==> src/rtl/pair_reduce.sv <==
// Pair reducer: reads an int_2 pair, emits its saturated signed sum plus a sequence number.
// Optional saturation counter enabled by defining PAIR_REDUCE_SATCNT_EN.
module pair_reduce #(
  parameter int DATA_W = 32,
  parameter int SEQ_W  = 8
) (
  input  logic                     clk,
  input  logic                     rst,
  input  logic [1:0][DATA_W-1:0]   a_in,
  input  logic                     a_in_sync,
  output logic                     a_in_notify,
  output logic signed [DATA_W-1:0] s_out,
  input  logic                     s_out_sync,
  output logic                     s_out_notify,
`ifdef PAIR_REDUCE_SATCNT_EN
  output logic [SEQ_W-1:0]         sat_cnt,
`endif
  output logic [SEQ_W-1:0]         seq_out
);

  typedef enum logic [1:0] {
    READ    = 2'd0,
    COMPUTE = 2'd1,
    WRITE   = 2'd2
  } state_t;

  localparam logic [DATA_W-1:0] MAX_POS = {1'b0, {(DATA_W-1){1'b1}}};
  localparam logic [DATA_W-1:0] MIN_NEG = {1'b1, {(DATA_W-1){1'b0}}};

  state_t              state_q;
  logic [DATA_W-1:0]   elem0_q;
  logic [DATA_W-1:0]   elem1_q;
  logic [SEQ_W-1:0]    seqCnt_q;
  logic [SEQ_W-1:0]    seqOut_q;
  logic [DATA_W-1:0]   sum_q;
  logic                aNotify_q;
  logic                sNotify_q;
`ifdef PAIR_REDUCE_SATCNT_EN
  logic [SEQ_W-1:0]    satCnt_q;
`endif

  logic [DATA_W:0]     sumWide;
  logic                clamp;
  logic [DATA_W-1:0]   sum_d;

  // One extra bit of headroom: overflow shows up as the top two bits disagreeing.
  always_comb begin
    sumWide = {elem0_q[DATA_W-1], elem0_q} + {elem1_q[DATA_W-1], elem1_q};
    clamp   = sumWide[DATA_W] ^ sumWide[DATA_W-1];
    sum_d   = sumWide[DATA_W-1:0];
    if (clamp) begin
      sum_d = sumWide[DATA_W] ? MIN_NEG : MAX_POS;
    end
  end

  always_ff @(posedge clk) begin
    if (rst) begin
      state_q   <= READ;
      elem0_q   <= '0;
      elem1_q   <= '0;
      seqCnt_q  <= '0;
      seqOut_q  <= '0;
      sum_q     <= '0;
      aNotify_q <= 1'b1;
      sNotify_q <= 1'b0;
`ifdef PAIR_REDUCE_SATCNT_EN
      satCnt_q  <= '0;
`endif
    end else begin
      case (state_q)
        READ: begin
          if (a_in_sync) begin
            elem0_q   <= a_in[0];
            elem1_q   <= a_in[1];
            aNotify_q <= 1'b0;
            state_q   <= COMPUTE;
          end
        end
        COMPUTE: begin
          sum_q     <= sum_d;
          seqOut_q  <= seqCnt_q;
          seqCnt_q  <= seqCnt_q + SEQ_W'(1);
          sNotify_q <= 1'b1;
          state_q   <= WRITE;
`ifdef PAIR_REDUCE_SATCNT_EN
          if (clamp && (satCnt_q != {SEQ_W{1'b1}})) begin
            satCnt_q <= satCnt_q + SEQ_W'(1);
          end
`endif
        end
        WRITE: begin
          // Producer-side sync is ignored here; the pair is only read back in READ.
          if (s_out_sync) begin
            sNotify_q <= 1'b0;
            aNotify_q <= 1'b1;
            state_q   <= READ;
          end
        end
        default: begin
          aNotify_q <= 1'b1;
          sNotify_q <= 1'b0;
          state_q   <= READ;
        end
      endcase
    end
  end

  assign a_in_notify  = aNotify_q;
  assign s_out_notify = sNotify_q;
  assign s_out        = sum_q;
  assign seq_out      = seqOut_q;
`ifdef PAIR_REDUCE_SATCNT_EN
  assign sat_cnt      = satCnt_q;
`endif

endmodule

==> config.mk <==
export PLATFORM = sky130hd
export DESIGN_NAME = pair_reduce
export DESIGN_NICKNAME = d
export VERILOG_FILES = /design/src/rtl/pair_reduce.sv
export SDC_FILE = /design/constraint.sdc
export NUM_CORES = 1
export LEC_CHECK = 0
export BUFFER_PORTS_ARGS = -buffer_cell sky130_fd_sc_hd__buf_2
export CORE_ASPECT_RATIO = 0.6
export CORE_UTILIZATION = 50
export DETAILED_ROUTE_END_ITERATION = 8
export MAX_ROUTING_LAYER = met4
export PLACE_DENSITY = 0.82
export SYNTH_ARGS = -nofsm -noshare
export SYNTH_HDL_FRONTEND = slang
export SYNTH_SLANG_ARGS = --single-unit
==> constraint.sdc <==
create_clock -name clk -period 4.09 [get_ports clk]
set_input_delay 0.409 -clock clk [delete_from_list [all_inputs] [get_ports clk]]
set_output_delay 0.409 -clock clk [all_outputs]
set_load 0.005 [all_outputs]
# Yosys cells after proc, flatten, opt, wreduce, memory -nomap -nowiden
# Index checks and enable logic that the tools add are counted.
[totals]
ff_bits = 116
output_inout_bits = 42
word_cells = 32
inputBits = 68
[classes]
mux = 10
addsub = 2
eq_ne = 4
reduce_logical = 5
bitwise_logic = 3
[ops]
columns = ["op", "n"]
rows = [
  ["$mux W32", 2],
  ["$add A32 B32 Y33", 1],
  ["$add A8 B1 Y8 const B", 1],
  ["$pmux W1 S3", 2],
  ["$pmux W2 S3", 1],
  ["$reduce_and A2 Y1", 3],
  ["$mux W2", 2],
  ["$ne A2 B2 Y1 const B", 2],
  ["$mux W1", 3],
  ["$reduce_and A3 Y1", 1],
  ["$eq A2 B1 Y1 const B", 1],
  ["$eq A2 B2 Y1 const B", 1],
  ["$logic_not A2 Y1", 1],
  ["$not A1 Y1", 2],
  ["$xor A1 B1 Y1", 1],
]

# Longest topological paths before layout
# Gate-level depths: netlist of run 1.
[logic_depth]
depth_word = 3
depth_mapped = 12
mapped_depth_nobuf = 12

# Worst setup path before layout of run 1
# Ideal clock, no wire load.
[synth_timing]
path_kind = "reg2reg"
startpoint = "register elem0_q[0]"
endpoint = "register sum_q[30], in the netlist s_out[30]"
synth_period_minus_slack_ns = 2.723
path_stages_with_launch = 13
slack_ns = 1.367
t_required_ns = 4.011
arrival_time_ns = 2.644
path_buffers = 0
setup_time_ns = 0.079
path_cell_list = "dfxtp_1 ha_1 inv_1 fa_1 nand2b_1 a21oi_1 o21ai_1 a311oi_2 nor2_1 a221oi_1 o31ai_1 a221o_1 a211oi_2"
[synth_between]
elab_chain_cells = 3
elab_cells_between_ends = 4
classes_between = "1 x add/sub; 2 x mux; 1 x bitwise"
[synth_rtl]
columns = ["item", "line", "text"]
rows = [
  ["start: declaration", "31", "logic [DATA_W-1:0] elem0_q;"],
  ["start signal: assignment", "73", "elem0_q <= a_in[0];"],
  ["$add A32 B32 Y33 (*)", "48", "sumWide = {elem0_q[DATA_W-1], elem0_q} + {elem1_q[DATA_W-1], elem1_q};"],
  ["$mux W32 / $xor A1 B1 Y1 (equally long branches)", "52, 49", ""],
  ["$mux W32 (*)", "51", "if (clamp) begin"],
  ["end signal: assignment", "80", "sum_q <= sum_d;"],
  ["end: declaration", "35", "logic [DATA_W-1:0] sum_q;"],
]
# Mark *: on every way between the ends. The rest lies on a longest branch, timed or not.
# A chain may end at the register's enable or synchronous reset.

# Final worst setup path of run 1
# Ends and elaborated chain as after synthesis.

==> PnR_summary.wiki, run 1 <==
{| class="wikitable"
! Metric !! Value
|-
| GR Layer Usage met1 || 37.3%
|-
| TritonCTS clock tree || built
|-
| Die Width || roughly 150 um
|-
| Post-CTS Repair Setup Buffers || 0
|-
| Number of top-level pins || 110
|-
| Net count after synthesis || 894
|-
| Total CTS buffers || 17
|-
| Depth of the CTS H-tree || 4
|-
| CP Launch Type || flip-flop
|-
| Reported leakage power || 3.24 nW
|-
| FF+latch count, synth || 116
|-
| Tightest slew margin relative to the limit || 19.3%
|-
| Most area-hungry cell type in the Yosys netlist || sky130_fd_sc_hd__dfxtp_1
|-
| Starting Density || 52.8%
|-
| Run status || completed
|-
| Final-stage net count || 977
|-
| Clock net sink count || 116
|-
| Worst EP required || 4.42 ns
|-
| DR iter-0 viols || 490
|-
| Net Switching || 944 uW
|-
| Total negative slack || 0 ns
|-
| Clk pwr share || 44.7%
|-
| Crit path max fanout || 4
|-
| MaxCap Viol Count || 0
|-
| Top library cells by usage in the layout, fill and taps aside || sky130_fd_sc_hd__nand2_1, sky130_fd_sc_hd__a21oi_1, sky130_fd_sc_hd__dfxtp_1
|-
| Hold_ws || 0.225 ns
|-
| Nature of the critical path endpoint || flip-flop
|-
| Pre-Repair DR Iteration Count || 7
|-
| Least-Margin Pin Slew || 1.21 ns
|-
| N_diodes || 0
|-
| Data arrival time of the critical path || 3.61 ns
|-
| Share of synthesized area occupied by flip-flops and latches || approximately 38%
|-
| Count of nets left with antenna violations after detail routing || 0
|-
| Final estimated routing congestion in global placement || about 0.96
|-
| Number of flops mapped to enable cells by yosys || 0
|-
| Clock insertion delay at the later pin of the skew report || ~0.42 ns
|-
| Startpoint of the most critical hold path || a_in[57]
|-
| Netlist area before placement || 6140 um^2
|-
| Wire length of the first global-routing pass || 25800 um
|-
| Half-perimeter wire length after detailed placement || 10900 um
|-
| Number of distinct library cells after synthesis || 57
|-
| All-layer global routing usage || 26.4%
|-
| Share of total power in sequential cells || 38.4%
|-
| Critical path origin || elem0_q[0]$_SDFFE_PP0P_
|-
| Areal power density over the cells || around 440 nW/um^2
|-
| Reg clk slew, reported paths || ~0.060 ns
|-
| Cells after synthesis || about 790
|-
| Routed wirelength normalized by instance count || 15.1 um
|-
| Maximum number of pins on one net before global-route repair || approximately 120
|-
| Final max-slew violation count || 0
|-
| Total congestion overflow || 0
|-
| Internal power contribution || about 2.3 mW
|-
| Hold_buf cts || 0
|-
| Maximum VDD drop || 273 uV
|-
| Most frequently used flop master after synthesis || sky130_fd_sc_hd__dfxtp_1
|-
| Port buffer count || 109
|-
| Sum of routed wire length over all layers || 15800 um
|-
| Core region area || between 10000 and 15000 um^2
|-
| Area added between synthesis and finish || 19.2%
|-
| Busiest layer in global routing || met1
|-
| Number of gates resized after CTS || 0
|-
| DR vias/cell || 5.51
|-
| Post-detailed-route DRC marker count || 0
|-
| Y dimension of the die || 87.8 um
|-
| GR Layer Usage met3 || under 10%
|-
| Final min period || 3.28 ns
|-
| Placed cell count || 1016
|-
| Total count of hold-check failures in the final report || 0
|-
| Fraction of synthesized cell area taken by the top area cell type || between 30% and 40%
|-
| Worst setup skew after layout || 0.00749 ns
|-
| Vias post-DR || slightly below 6000
|-
| Most common library cell in the layout ignoring fill and taps || sky130_fd_sc_hd__nand2_1
|-
| Syn Area/Cell || a little under 8 um^2
|-
| Critical R2R Launch || elem0_q[0]$_SDFFE_PP0P_
|-
| Category of the critical setup timing path || flip-flop to flip-flop
|-
| Final clock period utilization by the worst path || 80.2%
|-
| FP Rows || 30
|-
| Clock buffer depth || 2
|-
| Biggest area contributors in the synthesized netlist || sky130_fd_sc_hd__dfxtp_1, sky130_fd_sc_hd__nand2_1, sky130_fd_sc_hd__a21oi_1
|-
| Final instance count without filler cells || 1048
|-
| Warning count from the yosys run || 0
|-
| Grt met2 use || 36.0%
|-
| Unrepaired setup endpoints after global routing || no
|-
| Area enclosed by the die boundary || 12700 um^2
|-
| Clock root buffer || sky130_fd_sc_hd__clkbuf_16
|-
| Hold Crit Class || primary input to flip-flop
|-
| Fraction of synthesis flops using an asynchronous set or reset pin || 0%
|-
| Combinational group share of total power || approximately 17%
|-
| Fraction of layout cells with a size suffix above 1 || about 19%
|-
| Switching share of total power || 29.0%
|-
| Maximum clock frequency || slightly above 300 MHz
|-
| # setup viols final || 0
|-
| Number of antenna violations at the first check in global routing || 0
|-
| Via count of the first global-routing pass || 5150
|}
-- worst paths after layout --
check | slack [ns] | endpoint | cells past startpoint
worst max-delay path | 0.81 | s_out[30]$_SDFFE_PP0P_ | 12
worst min-delay path | 0.22 | elem1_q[25]$_SDFFE_PP0P_ | 3
worst max register to register | 0.81 | s_out[30]$_SDFFE_PP0P_ | 12
worst min register to register | 0.45 | seq_out[5]$_SDFFE_PP0P_ | 2
-- per-stage QoR --
step                      utilization, %  power [mW]  instance area (um^2)  setup WS [ns]
after floorplan                        -        1.64                  6140           1.37
after global placement              57.9        1.79                  6730           1.05
final                               62.9        3.25                  7320          0.811
after detailed placement            57.9        1.80                  6730          0.968
after global routing                62.9        3.39                  7320          0.615
after CTS                           62.9        3.26                  7320          0.850
-- cell families after synthesis --
logic type | Yosys count | synth area share [%]
flip-flops | 116 | 37.8
buffers and inverters | 58 | 3.93
AND/OR/NAND/NOR | 288 | 19.5
XOR/XNOR | 34 | 4.85
AO/OA/AOI/OAI | 258 | 26.1
adder cells (fa/ha/maj) | 38 | 7.78
-- worst max-delay path: stages (launching register included) --
cell	delay (ns)
sky130_fd_sc_hd__dfxtp_1	0.34
sky130_fd_sc_hd__ha_1	0.21
sky130_fd_sc_hd__inv_1	0.09
sky130_fd_sc_hd__fa_1	0.44
sky130_fd_sc_hd__nand2b_1	0.19
sky130_fd_sc_hd__a21oi_1	0.29
sky130_fd_sc_hd__o21ai_1	0.19
sky130_fd_sc_hd__a311oi_2	0.37
sky130_fd_sc_hd__nor2_1	0.16
sky130_fd_sc_hd__a221oi_1	0.35
sky130_fd_sc_hd__o31ai_1	0.10
sky130_fd_sc_hd__a221o_1	0.28
sky130_fd_sc_hd__a211oi_2	0.16
-- registers in the layout (all words and copies together), names as in the netlist --
register,count
s_out_notify,1
seq_out,8
state_q,2
elem0_q,32
a_in_notify,1
elem1_q,32
s_out,32
seqCnt_q,8
-- routing by layer --
| layer | share of wire, % | vias up |
|---|---|---|
| met5 | 0 | - |
| li1 | - | 2934 |
| met1 | 51 | 2579 |
| met3 | 8.6 | 19 |
| met2 | 39 | 239 |
| met4 | 1.2 | 0 |
-- Yosys cell counts, types with 16 or more instances --
| master | number |
|---|---|
| sky130_fd_sc_hd__nor2_1 | 67 |
| sky130_fd_sc_hd__a21o_1 | 24 |
| sky130_fd_sc_hd__dfxtp_1 | 116 |
| sky130_fd_sc_hd__a21oi_1 | 125 |
| sky130_fd_sc_hd__xnor2_1 | 18 |
| sky130_fd_sc_hd__ha_1 | 33 |
| sky130_fd_sc_hd__o21ai_1 | 16 |
| sky130_fd_sc_hd__clkbuf_1 | 37 |
| sky130_fd_sc_hd__nand2_1 | 170 |
| sky130_fd_sc_hd__xor2_1 | 16 |
| sky130_fd_sc_hd__a211oi_1 | 28 |
| sky130_fd_sc_hd__o21ai_0 | 25 |
-- area by class of cell --
class | count | area (um^2)
Clock buffer | 18 | 429
Clock inverter | 14 | 154
Fill cell | 1032 | 4320
Inverter | 7 | 26.3
Multi-Input combinational cell | 618 | 3590
Sequential cell | 116 | 2320
Tap cell | 160 | 200
Timing Repair Buffer | 115 | 593
-- power groups by stage --
stage               clock, mW  sequential (mW)  combinational [mW]
global route             1.52             1.26               0.607
finish                   1.46             1.25               0.548
floorplan                   0             1.26               0.382
global placement            0             1.27               0.520
detailed placement          0             1.27               0.531
CTS                      1.47             1.25               0.540
(Power assumes the default switching activity.)
==> run 2, diff against run 1 <==
==> constraint.sdc (replaced) <==
create_clock -name clk -period 3.15 [get_ports clk]
set_input_delay 0.315 -clock clk [delete_from_list [all_inputs] [get_ports clk]]
set_output_delay 0.315 -clock clk [all_outputs]
set_load 0.005 [all_outputs]
==> run 2 against run 1 <==
  * Total power grew 37%
  * Worst setup slack lost 0.67 ns
  * Clock power grew 43%
  * Wire length grew 0.78%
  * Critical endpoint unchanged
  * Largest cell class unchanged
  * Clock skew is essentially flat
  * Die area is the same
  * Global-route usage grew 0.42 points
  * Core utilization grew 1.5 points
==> PnR_summary.wiki, run 2 (synthesized netlist as in run 1, its figures left out) <==
{| class="wikitable"
! Metric !! Value
|-
| Maximum number of pins on one net before global-route repair || 92
|-
| Area occupied by multi-input gates || 3620 um^2
|-
| Crit path buf inv count || 1
|-
| Reported leakage power || around 3.3 nW
|-
| Area enclosed by the die boundary || 12700 um^2
|-
| Startpoint of the most critical hold path || a_in[49]
|-
| All-layer global routing usage || 26.9%
|-
| Instance area at placement || 6820 um^2
|-
| Reg-to-reg setup timing slack || 0.14 ns
|-
| Design Area, Final || 7490 um^2
|-
| Wire length of the first global-routing pass || 26200 um
|-
| Sum of routed wire length over all layers || 16000 um
|-
| Maximum clock frequency || 332 MHz
|-
| Internal power contribution || 3.19 mW
|-
| Run status || completed
|-
| DR iter-0 viols || ~560
|-
| Final max-slew violation count || 0
|-
| Critical path origin || elem1_q[0]$_SDFFE_PP0P_
|-
| Number of antenna violations at the first check in global routing || 0
|-
| Tightest slew margin relative to the limit || roughly 35%
|-
| Worst setup skew after layout || approximately 0.0076 ns
|-
| Critical R2R Launch || elem1_q[0]$_SDFFE_PP0P_
|-
| Total CTS buffers || 17
|-
| Number of top-level pins || between 100 and 150
|-
| Number of filler instances in the final layout || around 990
|-
| Starting Density || a little over half
|-
| Most common library cell in the layout ignoring fill and taps || sky130_fd_sc_hd__nand2_1
|-
| Clock buffer depth || 2
|-
| Switching share of total power || 28.3%
|-
| Nature of the critical path endpoint || flip-flop
|-
| Total negative slack || 0 ns
|-
| DR vias/cell || 5.57
|-
| Cell-by-cell trace of the critical path || ha_2 > inv_1 > fa_1 > nand2b_4 > a21oi_2 > o21ai_2 > a311oi_2 > nor2_2 > a221oi_2 > o31ai_1 > a221o_1 > a211oi_2
|-
| Routed wirelength normalized by instance count || approximately 15 um
|-
| Share of total power in sequential cells || 36.4%
|-
| Worst EP required || 3.48 ns
|-
| Final min period || 3.01 ns
|-
| Die Width || 145 um
|-
| # setup viols final || 0
|-
| Least-Margin Pin Slew || 0.981 ns
|-
| Clk pwr share || 47.0%
|-
| Data arrival time of the critical path || 3.35 ns
|-
| Crit path max fanout || 4
|-
| Final clock period utilization by the worst path || 95.6%
|-
| Final-stage net count || 984
|-
| TritonCTS clock tree || built
|-
| Port buffer count || 109
|-
| Final estimated routing congestion in global placement || 0.943
|-
| Clock root buffer || sky130_fd_sc_hd__clkbuf_16
|-
| Hold Crit Class || primary input to flip-flop
|-
| Reg clk slew, reported paths || 0.06 ns
|-
| Total power || 4.45 mW
|-
| Vias post-DR || 5878
|-
| Via count of the first global-routing pass || 5223
|-
| Count of nets left with antenna violations after detail routing || 0
|-
| Fraction of layout cells with a size suffix above 1 || 20.8%
|-
| Net Switching || 1.26 mW
|-
| Stage delay of the slowest cell on the critical path || 0.41 ns
|-
| Half-perimeter wire length after detailed placement || 10900 um
|-
| Area of all sequential standard cells || 2320 um^2
|-
| N_diodes || 0
|-
| Depth of the CTS H-tree || 4
|-
| Total count of hold-check failures in the final report || 0
|-
| CP Launch Type || flip-flop
|-
| Clock net sink count || approximately 120
|-
| Total congestion overflow || 0
|-
| Utilization of the core after routing || 64.4%
|-
| Y dimension of the die || approximately 88 um
|-
| Post-detailed-route DRC marker count || 0
|-
| MaxCap Viol Count || 0
|-
| Clock insertion delay at the later pin of the skew report || 0.42 ns
|-
| Top library cells by usage in the layout, fill and taps aside || sky130_fd_sc_hd__nand2_1, sky130_fd_sc_hd__a21oi_1, sky130_fd_sc_hd__dfxtp_1
|-
| FP Rows || 30
|-
| Maximum VDD drop || 373 uV
|-
| Pre-Repair DR Iteration Count || 5
|-
| Area added between synthesis and finish || 22.0%
|-
| CP max-delay cell || sky130_fd_sc_hd__fa_1
|-
| Combinational group share of total power || 16.6%
|-
| Cell type group with the largest total delay on the critical path || compound AO/OA/AOI/OAI gates
|-
| Core region area || 11600 um^2
|-
| Category of the critical setup timing path || flip-flop to flip-flop
|-
| Areal power density over the cells || slightly below 600 nW/um^2
|}
## run 2: final timing paths
kind	cells past startpoint	end
max	12	s_out[30]$_SDFFE_PP0P_
max reg2reg	12	s_out[30]$_SDFFE_PP0P_
min	3	elem1_q[17]$_SDFFE_PP0P_
min reg2reg	2	seq_out[4]$_SDFFE_PP0P_
## run 2: metrics by stage
stage               hold slack, ns  setup slack [ns]  instances
finish                       0.130             0.138       1055
global placement             0.441             0.111       1022
CTS                          0.119            0.0275       1054
detailed placement           0.445            0.0183       1022
floorplan                    0.440             0.427        792
global route                 0.123           -0.0256       1055
## run 2: power by group through the flow
stage | registers [mW] | logic, mW | clock network (mW)
finish | 1.62 | 0.739 | 2.09
floorplan | 1.64 | 0.495 | 0
detailed placement | 1.65 | 0.711 | 0
global route | 1.63 | 0.815 | 2.19
global placement | 1.65 | 0.699 | 0
CTS | 1.62 | 0.726 | 2.11
## run 2: repair_timing
action	CTS	global route
pin swaps	0	4
hold buffers	0	0
hold endpoints to repair	0	0
setup endpoints to repair	1	5
resized for setup	1	6
setup buffers	0	1
## run 2: worst register-to-register path, cell delays in order, from the launching register on
cell and delay, ns:
sky130_fd_sc_hd__dfxtp_1 0.35, sky130_fd_sc_hd__ha_2 0.21, sky130_fd_sc_hd__inv_1 0.05, sky130_fd_sc_hd__fa_1 0.41
sky130_fd_sc_hd__nand2b_4 0.18, sky130_fd_sc_hd__a21oi_2 0.27, sky130_fd_sc_hd__o21ai_2 0.14, sky130_fd_sc_hd__a311oi_2 0.34
sky130_fd_sc_hd__nor2_2 0.12, sky130_fd_sc_hd__a221oi_2 0.33, sky130_fd_sc_hd__o31ai_1 0.09, sky130_fd_sc_hd__a221o_1 0.27
sky130_fd_sc_hd__a211oi_2 0.17
## run 2: final cells by class
| cell class | instances | area share, % |
|---|---|---|
| Multi-Input combinational cell | 618 | 48.3 |
| Sequential cell | 116 | 31.0 |
| Clock inverter | 15 | 2.89 |
| Inverter | 7 | 0.351 |
| Clock buffer | 17 | 5.68 |
| Timing Repair Buffer | 122 | 9.12 |
| Tap cell | 160 | 2.67 |
## run 2: per-layer routing
layer	wire length (um)	share of wire, %	global-route usage [%]
met5	0	0	-
met3	1070	6.7	6.46
met4	170	1.1	7.85
met1	8240	52	38.7
met2	6480	41	36.6
==> run 3, diff against run 2 <==
--- a/config.mk
+++ b/config.mk
@@ -10,7 +10,7 @@
 export CORE_UTILIZATION = 50
 export DETAILED_ROUTE_END_ITERATION = 8
 export MAX_ROUTING_LAYER = met4
-export PLACE_DENSITY = 0.82
+export PLACE_DENSITY = 0.73
 export SYNTH_ARGS = -nofsm -noshare
 export SYNTH_HDL_FRONTEND = slang
 export SYNTH_SLANG_ARGS = --single-unit
==> run 3 against run 2 <==
  * Critical path depth unchanged
  * Non-clock buffer count shrank 1
  * Wire length grew 2.3%
  * Hold slack worse by 0.0018 ns
==> PnR_summary.wiki, run 3 (synthesized netlist as in run 1, its figures left out) <==
{| class="wikitable"
! Metric !! Value
|-
| Share of total power in sequential cells || about 37%
|-
| Run status || completed
|-
| Vias post-DR || 5940
|-
| Final min period || 2.98 ns
|-
| Crit path max fanout || 4
|-
| Fraction of layout cells with a size suffix above 1 || between 20% and 30%
|-
| Utilization of the core after routing || 63.8%
|-
| Hold_ws || 0.128 ns
|-
| Maximum VDD drop || 369 uV
|-
| Depth of the CTS H-tree || 4
|-
| Cell type group with the largest total delay on the critical path || compound AO/OA/AOI/OAI gates
|-
| # setup viols final || 0
|-
| Total CTS buffers || 17
|-
| Die Width || 145 um
|-
| CP Launch Type || flip-flop
|-
| Number of filler instances in the final layout || 1029
|-
| Reported leakage power || 3.29 nW
|-
| Internal power contribution || between 3 and 4 mW
|-
| Worst EP required || around 3.5 ns
|-
| Top library cells by usage in the layout, fill and taps aside || sky130_fd_sc_hd__nand2_1, sky130_fd_sc_hd__a21oi_1, sky130_fd_sc_hd__dfxtp_1
|-
| MaxCap Viol Count || 0
|-
| Y dimension of the die || between 80 and 90 um
|-
| Final clock period utilization by the worst path || 94.5%
|-
| Reg clk slew, reported paths || 0.06 ns
|-
| Area of all sequential standard cells || 2320 um^2
|-
| Hold Crit Class || primary input to flip-flop
|-
| Total congestion overflow || 0
|-
| Stage delay of the slowest cell on the critical path || 0.41 ns
|-
| DR vias/cell || 5.64
|-
| Post-detailed-route DRC marker count || 0
|-
| Combinational group share of total power || approximately 17%
|-
| Tightest slew margin relative to the limit || between 10% and 20%
|-
| Crit path buf inv count || 1
|-
| Critical path origin || elem0_q[0]$_SDFFE_PP0P_
|-
| Clock net sink count || 116
|-
| Count of nets left with antenna violations after detail routing || 0
|-
| CP max-delay cell || sky130_fd_sc_hd__fa_1
|-
| Areal power density over the cells || 590 nW/um^2
|-
| N_diodes || 0
|-
| Critical R2R Launch || elem0_q[0]$_SDFFE_PP0P_
|-
| DR iter-0 viols || 416
|-
| Final-stage net count || just under 1000
|-
| Half-perimeter wire length after detailed placement || 11500 um
|-
| Starting Density || ~53%
|-
| Clk pwr share || 46.4%
|-
| Area occupied by multi-input gates || 3610 um^2
|-
| Number of top-level pins || 110
|-
| Maximum clock frequency || 336 MHz
|-
| Data arrival time of the critical path || 3.31 ns
|-
| Category of the critical setup timing path || flip-flop to flip-flop
|-
| Final estimated routing congestion in global placement || 0.963
|-
| Clock insertion delay at the later pin of the skew report || 0.42 ns
|-
| Least-Margin Pin Slew || 1.23 ns
|-
| Area added between synthesis and finish || 21.0%
|-
| Reg-to-reg setup timing slack || between 0.15 and 0.2 ns
|-
| Worst setup skew after layout || 0.0129 ns
|-
| Startpoint of the most critical hold path || a_in[49]
|-
| Final max-slew violation count || 0
|-
| FP Rows || 30
|-
| Sum of routed wire length over all layers || 16300 um
|-
| Nature of the critical path endpoint || flip-flop
|-
| Via count of the first global-routing pass || 5359
|-
| Total count of hold-check failures in the final report || 0
|-
| Port buffer count || 109
|-
| TritonCTS clock tree || built
|-
| Number of antenna violations at the first check in global routing || 0
|-
| All-layer global routing usage || 27.0%
|-
| Clock buffer depth || 2
|-
| Cell-by-cell trace of the critical path || ha_1 > inv_1 > fa_1 > nand2b_1 > a21oi_2 > o21ai_1 > a311oi_2 > nor2_1 > a221oi_2 > o31ai_1 > a221o_1 > a211oi_2
|-
| Core region area || 11600 um^2
|-
| Clock root buffer || sky130_fd_sc_hd__clkbuf_16
|-
| Switching share of total power || between 20% and 30%
|-
| Routed wirelength normalized by instance count || 15.5 um
|-
| Pre-Repair DR Iteration Count || 5
|-
| Net Switching || roughly 1.3 mW
|-
| Most common library cell in the layout ignoring fill and taps || sky130_fd_sc_hd__nand2_1
|-
| Area enclosed by the die boundary || 12700 um^2
|-
| Wire length of the first global-routing pass || 26300 um
|-
| Maximum number of pins on one net before global-route repair || roughly 120
|}
[run 3: changes by cell type in the layout (fill, tap and decap cells not counted), sizes merged]
cell / before / now
clkinvlp: 2 / 3
bufinv: 4 / 3
buf: 122 / 121
[run 3: power groups by stage]
stage,Clock (mW),Combinational [mW],Sequential (mW)
after floorplan,0,0.495,1.64
after global placement,0,0.696,1.64
after detailed placement,0,0.710,1.65
after CTS,2.05,0.720,1.62
after global routing,2.13,0.807,1.63
final,2.03,0.729,1.62
[run 3: stage by stage]
step                      cells  total power [mW]  instance area [um^2]    TNS, ns  setup WS, ns
after floorplan             792              2.13                  6140          0         0.427
after global placement     1022              2.34                  6790          0         0.190
after detailed placement   1022              2.36                  6790          0        0.0657
after CTS                  1054              4.39                  7410          0        0.0451
after global routing       1054              4.56                  7430  -0.000680     -0.000680
final                      1054              4.38                  7430          0         0.174
[run 3: cell type report]
class | count | area share, %
Tap cell | 160 | 2.69
Clock inverter | 15 | 2.59
Inverter | 7 | 0.354
Timing Repair Buffer | 121 | 8.76
Sequential cell | 116 | 31.3
Clock buffer | 17 | 5.73
Multi-Input combinational cell | 618 | 48.6
[run 3: worst reg2reg max path: cells and delay by family, from the launching register on]
kind                     cells  cell delay (ns)
AO/OA/AOI/OAI                7             1.53
adder cells (fa/ha/maj)      2             0.60
AND/OR/NAND/NOR              2             0.36
flip-flops                   1             0.33
buffers and inverters        1             0.07
[run 3: timing repair]
action | CTS | global route
hold buffers | 0 | 0
setup buffers | 0 | 0
gates resized for setup | 0 | 4
setup endpoints to repair | 0 | 9
[run 3: path summary, 6_finish.rpt]
path / to / cells past startpoint
worst min-delay path: elem1_q[17]$_SDFFE_PP0P_ / 3
worst max register to register: s_out[30]$_SDFFE_PP0P_ / 12
worst min register to register: seq_out[7]$_SDFFE_PP0P_ / 2
worst max-delay path: s_out[30]$_SDFFE_PP0P_ / 12
[run 3: layer usage]
metal | global-route usage, % | part of all wire, % | up-vias
li1 | - | - | 2949
met1 | 37.7 | 50 | 2721
met2 | 38.2 | 41 | 249
met3 | 6.72 | 7.8 | 21
met4 | 7.85 | 1.2 | 0
met5 | - | 0 | -
